===== src/rtl/pll_phase_stepper.sv =====
// pll_phase_stepper: sequences N up/down phase steps on the Cyclone III PLL dynamic phase-shift port,
// generating scanclk/phasestep and waiting on a synchronized phasedone handshake between steps.
module pll_phase_stepper #(
    parameter int SCAN_HALF    = 16,
    parameter int DONE_TIMEOUT = 16
) (
    input  logic       clk,
    input  logic       rst,
    input  logic       req_start,
    input  logic [2:0] req_counter,
    input  logic       req_updown,
    input  logic [7:0] req_nsteps,
    input  logic       phasedone,
    output logic       busy,
    output logic       done,
    output logic [7:0] step_count,
    output logic       timeout_err,
    output logic [2:0] phasecounterselect,
    output logic       phaseupdown,
    output logic       phasestep,
    output logic       scanclk
);
    localparam int HW = (SCAN_HALF > 2) ? $clog2(SCAN_HALF) : 1;
    localparam int RW = $clog2(DONE_TIMEOUT + 3);

    typedef enum logic [2:0] {IDLE, SETUP, ASSERT, WAIT_DONE, FINISH} state_t;

    state_t        state_q, state_d;
    logic [HW-1:0] hcnt_q, hcnt_d;
    logic [RW-1:0] rcnt_q, rcnt_d;
    logic          sclk_q, sclk_d, ps_q, ps_d, ud_q, ud_d;
    logic [2:0]    sel_q, sel_d;
    logic [7:0]    nsteps_q, nsteps_d, cnt_q, cnt_d, cnt_inc;
    logic          terr_q, terr_d, done_q, done_d, zero_q, zero_d;
    logic          seen_q, seen_d, pend_q, pend_d;
    logic          pd_m_q, pd_s_q;
    logic          tick, rise, fall;

    always_comb begin
        tick     = (state_q != IDLE) && (hcnt_q == HW'(SCAN_HALF - 1));
        rise     = tick && !sclk_q;
        fall     = tick && sclk_q;
        cnt_inc  = cnt_q + 8'd1;
        state_d  = state_q;
        hcnt_d   = (state_q == IDLE || tick) ? '0 : hcnt_q + HW'(1);
        sclk_d   = (state_q == IDLE) ? 1'b0 : sclk_q ^ tick;
        rcnt_d   = rcnt_q;
        ps_d     = ps_q;
        ud_d     = ud_q;
        sel_d    = sel_q;
        nsteps_d = nsteps_q;
        cnt_d    = cnt_q;
        terr_d   = terr_q;
        done_d   = zero_q;
        zero_d   = 1'b0;
        seen_d   = seen_q;
        pend_d   = pend_q;
        case (state_q)
            IDLE: begin
                ps_d = 1'b0;
                if (req_start) begin
                    cnt_d  = '0;
                    terr_d = 1'b0;
                    if (req_nsteps == 8'd0) begin
                        zero_d = 1'b1;
                    end else begin
                        sel_d    = req_counter;
                        ud_d     = req_updown;
                        nsteps_d = req_nsteps;
                        pend_d   = 1'b0;
                        rcnt_d   = '0;
                        state_d  = SETUP;
                    end
                end
            end
            SETUP: if (fall) begin
                ps_d    = 1'b1;
                seen_d  = 1'b0;
                rcnt_d  = '0;
                state_d = ASSERT;
            end
            ASSERT: begin
                if (!pd_s_q) seen_d = 1'b1;
                if (rise) rcnt_d = rcnt_q + RW'(1);
                if (fall && rcnt_q == RW'(2)) begin
                    ps_d    = 1'b0;
                    rcnt_d  = '0;
                    state_d = WAIT_DONE;
                end
            end
            WAIT_DONE: begin
                if (!pd_s_q) seen_d = 1'b1;
                // a completed step re-arms phasestep only on the following scanclk fall
                if (pend_q) begin
                    if (fall) begin
                        ps_d    = 1'b1;
                        seen_d  = 1'b0;
                        pend_d  = 1'b0;
                        rcnt_d  = '0;
                        state_d = ASSERT;
                    end
                end else if (seen_q && pd_s_q) begin
                    cnt_d = cnt_inc;
                    if (cnt_inc == nsteps_q) state_d = FINISH;
                    else pend_d = 1'b1;
                end else if (rise) begin
                    rcnt_d = rcnt_q + RW'(1);
                    if (rcnt_q == RW'(DONE_TIMEOUT - 1)) begin
                        terr_d  = 1'b1;
                        state_d = FINISH;
                    end
                end
            end
            FINISH: if (!sclk_q) begin
                done_d  = 1'b1;
                sclk_d  = 1'b0;
                hcnt_d  = '0;
                state_d = IDLE;
            end
            default: state_d = IDLE;
        endcase
    end

    always_ff @(posedge clk or posedge rst) begin
        if (rst) begin
            state_q  <= IDLE;
            hcnt_q   <= '0;
            rcnt_q   <= '0;
            sclk_q   <= 1'b0;
            ps_q     <= 1'b0;
            ud_q     <= 1'b1;
            sel_q    <= 3'b000;
            nsteps_q <= '0;
            cnt_q    <= '0;
            terr_q   <= 1'b0;
            done_q   <= 1'b0;
            zero_q   <= 1'b0;
            seen_q   <= 1'b0;
            pend_q   <= 1'b0;
            pd_m_q   <= 1'b1;
            pd_s_q   <= 1'b1;
        end else begin
            state_q  <= state_d;
            hcnt_q   <= hcnt_d;
            rcnt_q   <= rcnt_d;
            sclk_q   <= sclk_d;
            ps_q     <= ps_d;
            ud_q     <= ud_d;
            sel_q    <= sel_d;
            nsteps_q <= nsteps_d;
            cnt_q    <= cnt_d;
            terr_q   <= terr_d;
            done_q   <= done_d;
            zero_q   <= zero_d;
            seen_q   <= seen_d;
            pend_q   <= pend_d;
            pd_m_q   <= phasedone;
            pd_s_q   <= pd_m_q;
        end
    end

    assign busy               = (state_q != IDLE);
    assign done               = done_q;
    assign step_count         = cnt_q;
    assign timeout_err        = terr_q;
    assign phasecounterselect = sel_q;
    assign phaseupdown        = ud_q;
    assign phasestep          = ps_q;
    assign scanclk            = sclk_q;
endmodule


===== config.mk =====
export PLATFORM = sky130hd
export DESIGN_NAME = pll_phase_stepper
export DESIGN_NICKNAME = d
export VERILOG_FILES = /design/src/rtl/pll_phase_stepper.sv
export SDC_FILE = /design/constraint.sdc
export NUM_CORES = 1
export LEC_CHECK = 0
export ABC_AREA = 1
export BUFFER_PORTS_ARGS = -buffer_cell sky130_fd_sc_hd__buf_2
export CAP_MARGIN = 10
export CORE_MARGIN = 3
export CORE_UTILIZATION = 30
export CTS_BUF_LIST = sky130_fd_sc_hd__clkbuf_8
export DETAILED_ROUTE_END_ITERATION = 8
export MAX_ROUTING_LAYER = met4
export SETUP_SLACK_MARGIN = 0.4
export SKIP_CTS_REPAIR_TIMING = 1
export SLEW_MARGIN = 5
export SYNTH_ARGS = -nofsm -noshare
export SYNTH_HDL_FRONTEND = slang
export SYNTH_SLANG_ARGS = --single-unit

===== constraint.sdc =====
create_clock -name clk -period 3.23 [get_ports clk]
set_clock_uncertainty 0.15 [all_clocks]
set_input_delay 0.4845 -clock clk [delete_from_list [all_inputs] [get_ports clk]]
set_output_delay 0.4845 -clock clk [all_outputs]
set_load 0.01 [all_outputs]

Yosys cells after proc, flatten, opt, wreduce, memory -nomap -nowiden
Index checks and enable logic that the tools add are counted.
W data, S select, Z words.
{ "word_totals": {"ff_bits": 41, "in_bits": 16, "out_inout_bits": 17, "word_cells": 121} }
{ "classes": {"n_addsub": 3, "eq_ne": 23, "n_mux": 56, "bitwise": 2, "n_reduce_logical": 21} }
{ "ops": {"columns": ["operator", "n"], "rows": [
  ["$mux W5", 7],
  ["$mux W3", 10],
  ["$mux W1", 26],
  ["$mux W8", 3],
  ["$ne A2 B2 Y1 const B", 11],
  ["$pmux W5 S4", 1],
  ["$pmux W8 S2", 1],
  ["$pmux W3 S5", 1],
  ["$mux W4", 3],
  ["$ne A4 B4 Y1 const B", 3],
  ["$reduce_and A3 Y1", 3],
  ["$add A8 B1 Y8 const B", 1],
  ["$eq A8 B8 Y1", 1],
  ["$logic_not A8 Y1", 1],
  ["$reduce_and A4 Y1", 2],
  ["$reduce_and A7 Y1", 1],
  ["$eq A3 B2 Y1 const B", 2],
  ["$reduce_and A6 Y1", 1],
  ["$reduce_bool A3 Y1", 2],
  ["$add A5 B1 Y5 const B", 1],
  ["$eq A5 B2 Y1 const B", 1],
  ["$eq A5 B4 Y1 const B", 1],
  ["$logic_and A1 B1 Y1", 5],
  ["$add A4 B1 Y4 const B", 1],
  ["15 further kinds", 16]
]} }

Longest topological paths before layout
Gate-level depths: netlist (run 1).
{ "logic_depth": {"ltp_word": 7, "ltp_mapped": 14, "ltp_nobuf": 14} }

Least setup slack after synthesis (run 1)
No wires, ideal clock.
{ "synth_timing": {"kind": "flip-flop to flip-flop", "start": "register hcnt_q[0]", "end": "register rcnt_q[4]", "setup_time_ps": 123, "t_arrival_ps": 1673, "required_ps": 2957, "setup_slack_ps": 1284, "path_stages_with_launch": 12, "path_buffers": 0, "period_less_slack_ps": 1946, "cell_sequence": "dfrtp_1 -> ha_1 -> nand3_1 -> nor2_1 -> ha_1 -> nand3_1 -> o21ai_1 -> nand2_1 -> a21oi_2 -> nor2_1 -> o21ai_1 -> o21ai_1"} }
{ "synth_between": {"elab_chain_len": 7, "word_cells_on_any_way": 11, "classes_between": "eq/ne: 1; mux: 6; reduce/logical: 4"} }
{ "synth_rtl": {"columns": ["element", "line_no", "rtl"], "rows": [
  ["start, declared", "29", "logic [HW-1:0] hcnt_q, hcnt_d;"],
  ["start signal, assigned", "144", "hcnt_q <= hcnt_d;"],
  ["$eq A4 B4 Y1 (*)", "40", "tick = (state_q != IDLE) && (hcnt_q == HW'(SCAN_HALF - 1));"],
  ["$logic_and A1 B1 Y1 (*)", "40", null],
  ["$logic_and A1 B1 Y1", "41", "rise = tick && !sclk_q;"],
  ["$mux W5 (3 in a row)", null, null],
  ["$pmux W5 S4 (*)", "58", "case (state_q)"],
  ["end signal, assigned", "145", "rcnt_q <= rcnt_d;"],
  ["end, declared", "30", "logic [RW-1:0] rcnt_q, rcnt_d;"]
]} }
Mark *: on every way between the ends. The rest lies on a longest branch, timed or not. The select of a mux whose other input is x is not followed.
A chain may end at the register's enable or synchronous reset.

Final worst setup path (run 1)
Ends and elaborated chain as after synthesis.

==> results of run 1 <==
==> how the worst min path moves through the flow <==
| stage | start | slack [ps] | to |
|---|---|---|---|
| floorplan | pd_m_q | 200 | pd_s_q |
| global placement | pd_m_q | 200 | pd_s_q |
| detailed placement | pd_m_q | 200 | pd_s_q |
| CTS | phasedone | 120 | pd_m_q |
| global route | phasedone | 110 | pd_m_q |
| finish | phasedone | 130 | pd_m_q |
==> state kept, by name, summed over array words and instances, names as in the netlist, 3 cells and up <==
signal              count
state_q                 3
nsteps_q                8
phasecounterselect      3
rcnt_q                  5
step_count              8
hcnt_q                  4
==> cells in the mapped netlist, types with 2 or more instances <==
cell type,n,area [um^2]
nand3_1,24,120
nand4_1,8,50.1
dfstp_2,3,78.8
o21ai_0,19,95.1
o21ai_1,10,50.1
inv_1,43,161
inv_2,6,22.5
xor2_1,5,43.8
nand2_1,72,270
mux2_4,3,45.0
nand2_2,2,12.5
o22ai_1,3,18.8
dfrtp_1,38,951
nor2_4,6,67.6
nand3b_1,2,15.0
a21oi_1,2,10.0
nor2_1,19,71.3
nor2_2,2,12.5
ha_1,7,87.6
nor3_1,2,10.0
==> final cells by class <==
| type | instances | area, um^2 |
|---|---|---|
| clock inverters | 2 | 37.5 |
| fillers | 766 | 4670 |
| repair buffers | 33 | 168 |
| clock buffers | 6 | 82.6 |
| multi-input cells | 198 | 1110 |
| flip-flops and latches | 41 | 1030 |
| inverters | 49 | 184 |
| well taps | 99 | 124 |
==> cell families (layout without fill, tap and decap cells) <==
group,after synthesis,after routing
compound gates,40,40
xor+xnor,7,7
fa+ha+maj,7,7
buf+inv,51,90
flops,41,41
mux,4,4
simple gates,140,140
==> power by group through the flow <==
stage / clock, mW / sequential [mW] / combinational (mW)
2_1_floorplan: 0 / 0.709 / 0.372
3_3_place_gp: 0 / 0.709 / 0.494
5_1_grt: 0.475 / 0.719 / 0.566
4_1_cts: 0.447 / 0.704 / 0.501
6_report: 0.437 / 0.702 / 0.495
3_5_place_dp: 0 / 0.714 / 0.497
==> placed cells by master, fill, tap and decap left out, types with 2 or more instances in the layout <==
cell	synthesis	layout
nand2_1	72	72
inv_1	43	43
dfrtp_1	38	38
buf_2	0	32
nand3_1	24	24
nor2_1	19	19
o21ai_0	19	19
o21ai_1	10	10
nand4_1	8	8
ha_1	7	7
nor2_4	6	6
inv_2	6	6
clkbuf_8	0	6
xor2_1	5	5
mux2_4	3	3
o22ai_1	3	3
dfstp_2	3	3
nand2_2	2	2
nor3_1	2	2
nor2_2	2	2
nand3b_1	2	2
a21oi_1	2	2
==> routing by layer <==
layer	vias to the layer above	wire length (um)
li1	1014	-
met1	935	2620
met2	55	2350
met3	7	270
met4	0	72
met5	-	0
==> results.cfg, run 1 <==
[power]
p_leak_nw = 1.39
intPower_mw = 1.08
p_comb_share_pct = 30.3
p_clk_share_pct = 26.7
finalPower_mw = 1.63
switching_power_uw = 549
seqPwrFrac_pct = 43.0
swShare_pct = 33.6
power_per_cell_area_mw_per_mm2 = 597
peakVddDrop_v = 0.000259

[setup_path]
rr_startpoint = hcnt_q[0]
cp-start-kind = register
cpPeakStageDelay_ps = 370
reg2reg_depth = 11
r2r_slack_ps = 1020
crit_slowest_cell = dfrtp_1
cp.depth = 11
path_buf_inv = 0
end_kind = register
crit_top_cell = o21ai_1
cp_max_fo = 6
crit_start = hcnt_q[0]
cp-endpoint = rcnt_q[4]
required_ps = 3260
worstReg2RegEnd = rcnt_q[4]
path_cells = ha_1 > nand3_1 > nor2_1 > ha_1 > nand3_1 > o21ai_1 > nand2_1 > a21oi_2 > nor2_1 > o21ai_1 > o21ai_1
cpLargestDelayFamily = simple AND/OR/NAND/NOR gates
crit_type = reg2reg
cp.arrival_ps = 2240

[logic_synthesis]
synth_top_family_by_area = simple AND/OR/NAND/NOR gates
ys_seq_area_share_pct = 44.0
ys_seq_elements = 41
ys_warn_count = 0
synth-adder-area-share_pct = 3.74
ys.flop_type = dfrtp_1
synth_compound_area_share_pct = 9.57
syn-instance-count = 290
synth_edf_count = 0
yosys.area_share.simple_pct = 28.6
syn_area_per_cell_um2 = 8.07
synth_xor_area_share_pct = 3.21
synthMuxAreaShare_pct = 2.41
ys_types = 34
synth_area_mm2 = 0.00234
synth-async-reset-ratio_pct = 100
syn-num-nets = 313

[sta]
hold_viol = 0
setup_viol = 0
rsz0062_at_grt = false
min_period_over_period_pct = 68.3
hold_ws_ps = 133
slew_headroom_pct = 65.5
drv_slew = 0
tns_ps = 0
tightestPinTransition_ps = 518
setup_ws_ps = 1020
fmax_mhz = 453
min_period_ps = 2210

[detailed_routing]
ant_nets = 0
dr_total_vias = 2011
firstDrtPassIters = 4
wl_per_cell_um = 12.4
drc = 0
routed_via_density = 4.70
wl_mm = 5.32
drtIter0Drc = 111

[clocking]
cts_tree = done
cts_made_buffers = 5
path_clk_slew_ps = 80
cts-root-buf = clkbuf_8
clock_latency_ps = 290
clock-sinks = 41
clock_path_buffers = 2
cts_max_level = 2

[global_route]
antenna_found_initial = 0
gr-usage-met1_pct = 17.6
grt_overflow = 0
grt_pass1_wl_mm = 9.03
grt_pass1_vias = 1944
grt_max_degree = 42
use_met3_pct = 2.88
grt_usage_pct = 13.2
grt_use_met2_pct = 20.2
top_usage_layer = met2

[hold_path]
min_path_cells = 1
min_path_type = in2reg

[finish]
area_growth_pct = 17.0
layout.nets = 351
drive_gt1_share_pct = 20.7
stdcell_area_mm2 = 0.00274
fin_cells = 428
diodes = 0
fin_util_pct = 36.9

[floorplanning]
initial_core_util_pct = 31.6
row_count = 31
die_x_um = 94.3
fp.dieArea_mm2 = 0.00889
dieHeight_um = 94.3
core_area_mm2 = 0.00741
ios = 33

[placed_design]
placed_cells = 420
place.gp.congestion = 0.877
dpl_cell_area_mm2 = 0.00262
place_hpwl_mm = 3.97
portBuffers = 32
dp_slack_ps = 1060

[job]
drv_cap = 0

[status]
status = finished clean
Note: power is estimated with default switching activity, not from simulation.
==> run 2: changes to the inputs <==
clock period = 2.32 ns   (was 3.23 ns; I/O delays follow)
==> run 2 against run 1 <==
Compared with the run above:
- worst setup slack worse by 730 ps
- sequential share of layout area down 1.8 points
- hold slack worse by 100 ps
- fmax rose by 8.8%
- critical endpoint unchanged
- non-clock buffer count is 11 higher
- wire length up 3.0%
- register-to-register slack worse by 730 ps
- critical path type unchanged
- clock power grew 1%
- critical path depth unchanged
- sequential power grew 40%
- largest power group unchanged
- count of clock-buffer cells in the layout decreased by 1
- highest routed layer unchanged
==> results.cfg, run 2 (same netlist as run 1, synthesis figures left out) <==
[status]
status = finished clean

[sta]
hold_ws_ps = 28.4
min_period_ps = 2030
fmax_mhz = 493
tightestPinTransition_ps = 530
setup_ws_ps = 292
min_period_over_period_pct = 87.4
setup_viol = 0
hold_viol = 0
slew_headroom_pct = 64.7
tns_ps = 0
rsz0062_at_grt = true
drv_slew = 0

[setup_path]
cp_max_fo = 5
required_ps = 2350
path_cells = ha_2 > nand3_2 > nor2_4 > ha_4 > nand3_4 > o21ai_4 > nand2_4 > a21oi_4 > nor2_1 > o21ai_1 > o21ai_1
cp.arrival_ps = 2060
crit_top_cell = o21ai_1
crit_type = reg2reg
cp.depth = 11
cpPeakStageDelay_ps = 380
reg2reg_depth = 11
crit_slowest_cell = dfrtp_1
cp-start-kind = register
cpLargestDelayFamily = compound AO/OA/AOI/OAI gates
end_kind = register
path_buf_inv = 0

[detailed_routing]
ant_nets = 0
drtIter0Drc = 93
wl_per_cell_um = 12.5
firstDrtPassIters = 4
dr_total_vias = 2037
drc = 0
wl_mm = 5.48
routed_via_density = 4.64

[clocking]
path_clk_slew_ps = 80
cts_made_buffers = 5
clock-sinks = 41
cts_max_level = 2
cts_tree = done
clock_latency_ps = 290
cts-root-buf = clkbuf_8
clock_path_buffers = 2

[floorplanning]
row_count = 31
initial_core_util_pct = 31.6
ios = 33
dieHeight_um = 94.3
die_x_um = 94.3
fp.dieArea_mm2 = 0.00889
core_area_mm2 = 0.00741

[global_route]
grt_pass1_vias = 1936
grt_max_degree = 42
antenna_found_initial = 0
grt_overflow = 0
grt_pass1_wl_mm = 9.05
grt_usage_pct = 13.2

[placed_design]
dpl_cell_area_mm2 = 0.00263
place.gp.congestion = 0.867
place_hpwl_mm = 3.99
portBuffers = 32
dp_slack_ps = 198
placed_cells = 420

[power]
power_per_cell_area_mw_per_mm2 = 763
finalPower_mw = 2.20
peakVddDrop_v = 0.000445
p_leak_nw = 1.44

[finish]
nFillCells = 751
final_cell_mix = nand2_1 (67), inv_1 (45), dfrtp_1 (35), buf_2 (32), nand3_1 (22)
area_growth_pct = 23.4
seq_area_mm2 = 0.00103
stdcell_area_mm2 = 0.00289
final_common_cell = nand2_1
fin_cells = 439
diodes = 0
multiInputGateArea_mm2 = 0.00121
fin_util_pct = 39.0
drive_gt1_share_pct = 27.6
layout.nets = 362

[job]
drv_cap = 0

[hold_path]
min_path_type = in2async
[run 2: cell count changes in the layout (fill, tap and decap cells not counted), moves of 3 or more]
cell / delta
nand2_2: +3
dfrtp_1: -3
ha_1: -3
nor2_1: -3
buf_4: +10
nand2_1: -5
dfrtp_2: +3
[run 2: layout make-up]
cell class                 instances  share of cell area, %
clock buffer                       5                   2.38
clock inverter                     3                  0.390
inverter                          49                   6.37
multi-input combinational        198                   42.0
sequential                        41                   35.8
tap                               99                   4.29
timing repair buffer              44                   8.75
[run 2: worst min-delay path: cells and delay by family]
kind | cells | cell delay (ps)
buffers and inverters | 3 | 570
[run 2: report_power, final]
| part | total, mW | internal (mW) | switching (mW) |
|---|---|---|---|
| sequential | 0.985 | 0.874 | 0.110 |
| combinational | 0.776 | 0.346 | 0.430 |
| clock | 0.442 | 0.201 | 0.241 |
| total | 2.20 | 1.42 | 0.781 |
[run 2: path summary, 6_finish.rpt]
| kind | startpoint | to | slack (ps) |
|---|---|---|---|
| min in group clk | req_updown | phaseupdown | 140 |
| max | hcnt_q[0] | rcnt_q[4] | 290 |
| max reg2reg | hcnt_q[0] | rcnt_q[4] | 290 |
| max in group asynchronous | rst | state_q[1] | 1600 |
| min reg2reg | pd_m_q | pd_s_q | 210 |
| min | rst | step_count[2] | 30 |
[run 2: per-layer routing]
layer / share of wire [%] / up-vias / wire length, um / global-route usage, %
met5: 0 / - / 0 / -
met4: 0.53 / 0 / 29 / 3.61
met3: 5.0 / 2 / 276 / 3.04
met2: 46 / 43 / 2530 / 20.4
met1: 48 / 955 / 2630 / 17.3
li1: - / 1037 / - / -
==> run 3: changes to the inputs <==
CORE_MARGIN = default   (was 3)
CORE_UTILIZATION = 59   (was 30)
PLACE_DENSITY = 0.82   (was default)
==> run 3 against run 2 <==
Compared with the run above:
- cell count decreased by 11%
- combinational power increased by 6.8%
- core utilization rose by 39 points
- largest power group unchanged
- highest routed layer unchanged
==> results.cfg, run 3 (same netlist as run 1, synthesis figures left out) <==
[detailed_routing]
routed_via_density = 5.51
drtIter0Drc = 265
firstDrtPassIters = 4
wl_mm = 5.56
ant_nets = 0
drc = 0
wl_per_cell_um = 14.3
dr_total_vias = 2150

[global_route]
grt_usage_pct = 25.9
antenna_found_initial = 0
grt_max_degree = 42
grt_pass1_vias = 1889
grt_pass1_wl_mm = 8.05
use_met3_pct = 5.81
grt_use_met2_pct = 43.4
gr-usage-met1_pct = 30.2
grt_overflow = 0
top_usage_layer = met2

[setup_path]
cp-start-kind = register
reg2reg_depth = 11
rr_startpoint = hcnt_q[1]
path_cells = ha_4 > nand3_4 > nor2_4 > ha_4 > nand3_4 > o21ai_4 > nand4_1 > nor2_4 > buf_6 > nand3b_1 > nand2_1
cp_max_fo = 4
cpPeakStageDelay_ps = 390
r2r_slack_ps = 240
worstReg2RegEnd = state_q[2]
end_kind = register
required_ps = 2400
crit_slowest_cell = dfrtp_1
cp.arrival_ps = 2160
crit_type = reg2reg

[sta]
tns_ps = 0
min_period_over_period_pct = 89.6
rsz0062_at_grt = true
hold_viol = 0
drv_slew = 0
setup_ws_ps = 241
setup_viol = 0
fmax_mhz = 481
slew_headroom_pct = 66.1
min_period_ps = 2080
tightestPinTransition_ps = 508

[power]
p_leak_nw = 1.47
power_per_cell_area_mw_per_mm2 = 778
peakVddDrop_v = 0.000633

[hold_path]
min_path_type = in2async

[floorplanning]
fp.dieArea_mm2 = 0.00422
die_x_um = 65.0
initial_core_util_pct = 62.5
core_area_mm2 = 0.00374
dieHeight_um = 65.0
row_count = 22
ios = 33

[clocking]
clock_latency_ps = 290
cts_made_buffers = 5
path_clk_slew_ps = 80
cts_tree = done
cts-root-buf = clkbuf_8
clock-sinks = 41
clock_path_buffers = 2
cts_max_level = 2

[finish]
final_cell_mix = nand2_1 (61), inv_1 (44), dfrtp_1 (34), buf_2 (32), nand3_1 (20)
layout.nets = 364
drive_gt1_share_pct = 32.2
area_growth_pct = 25.1
diodes = 0
final_common_cell = nand2_1

[placed_design]
place_hpwl_mm = 3.58
place.gp.congestion = 0.929
portBuffers = 32
dp_slack_ps = 204

[job]
drv_cap = 0

[status]
status = finished clean
## run 3: cell types whose count changed in the layout (fill, tap and decap cells not counted), moves of 2 or more
cell	before	now
nand2_2	5	10
buf_6	0	2
nand2_1	67	61
nand3_1	22	20
nor2_1	16	14
## run 3: cell type report
cell class                 count  area (um^2)
inverter                      49          186
clock buffer                   5         68.8
sequential                    41         1030
fill                         240          816
tap                           48         60.1
multi-input combinational    198         1290
timing repair buffer          46          275
clock inverter                 3         12.5
## run 3: routing by layer
metal / part of all wire (%) / up-vias
met4: 2.2 / 0
li1: - / 1036
met5: 0 / -
met1: 42 / 1017
met3: 5.5 / 17
met2: 51 / 80
## run 3: critical path, delay by kind of cell, from the launching register on
| family | cells | cell delay [ps] |
|---|---|---|
| flip-flops | 1 | 390 |
| buffers and inverters | 1 | 120 |
| AO/OA/AOI/OAI | 1 | 190 |
| adder cells (fa/ha/maj) | 2 | 340 |
| AND/OR/NAND/NOR | 7 | 840 |
## run 3: where the power goes
part | internal, mW | total [mW] | switching [mW] | leakage, nW
combinational | 0.369 | 0.829 | 0.460 | 0.894
sequential | 0.874 | 1.00 | 0.128 | 0.527
clock | 0.203 | 0.445 | 0.243 | 0.0505
## run 3: per-stage QoR
step	area (um^2)	hold WS, ps	total power [mW]	cells	util (%)
2_1_floorplan	2350	195	1.51	290	-
3_3_place_gp	2560	197	1.66	369	68.5
3_5_place_dp	2560	200	1.69	369	68.5
4_1_cts	2650	-3.09	2.13	377	70.7
5_1_grt	2930	78.0	2.44	390	78.2
6_report	2930	18.6	2.28	390	78.2
## run 3: how the worst max path moves through the flow
stage / from / end / slack [ps] / cells after the start
5_1_grt: hcnt_q[1] / state_q[2] / 140 / 11
3_3_place_gp: hcnt_q[0] / state_q[0] / 320 / 11
4_1_cts: hcnt_q[0] / state_q[1] / 180 / 11
3_5_place_dp: hcnt_q[0] / state_q[1] / 200 / 11
6_report: hcnt_q[1] / state_q[2] / 240 / 11
2_1_floorplan: state_q[1] / rcnt_q[4] / 420 / 12
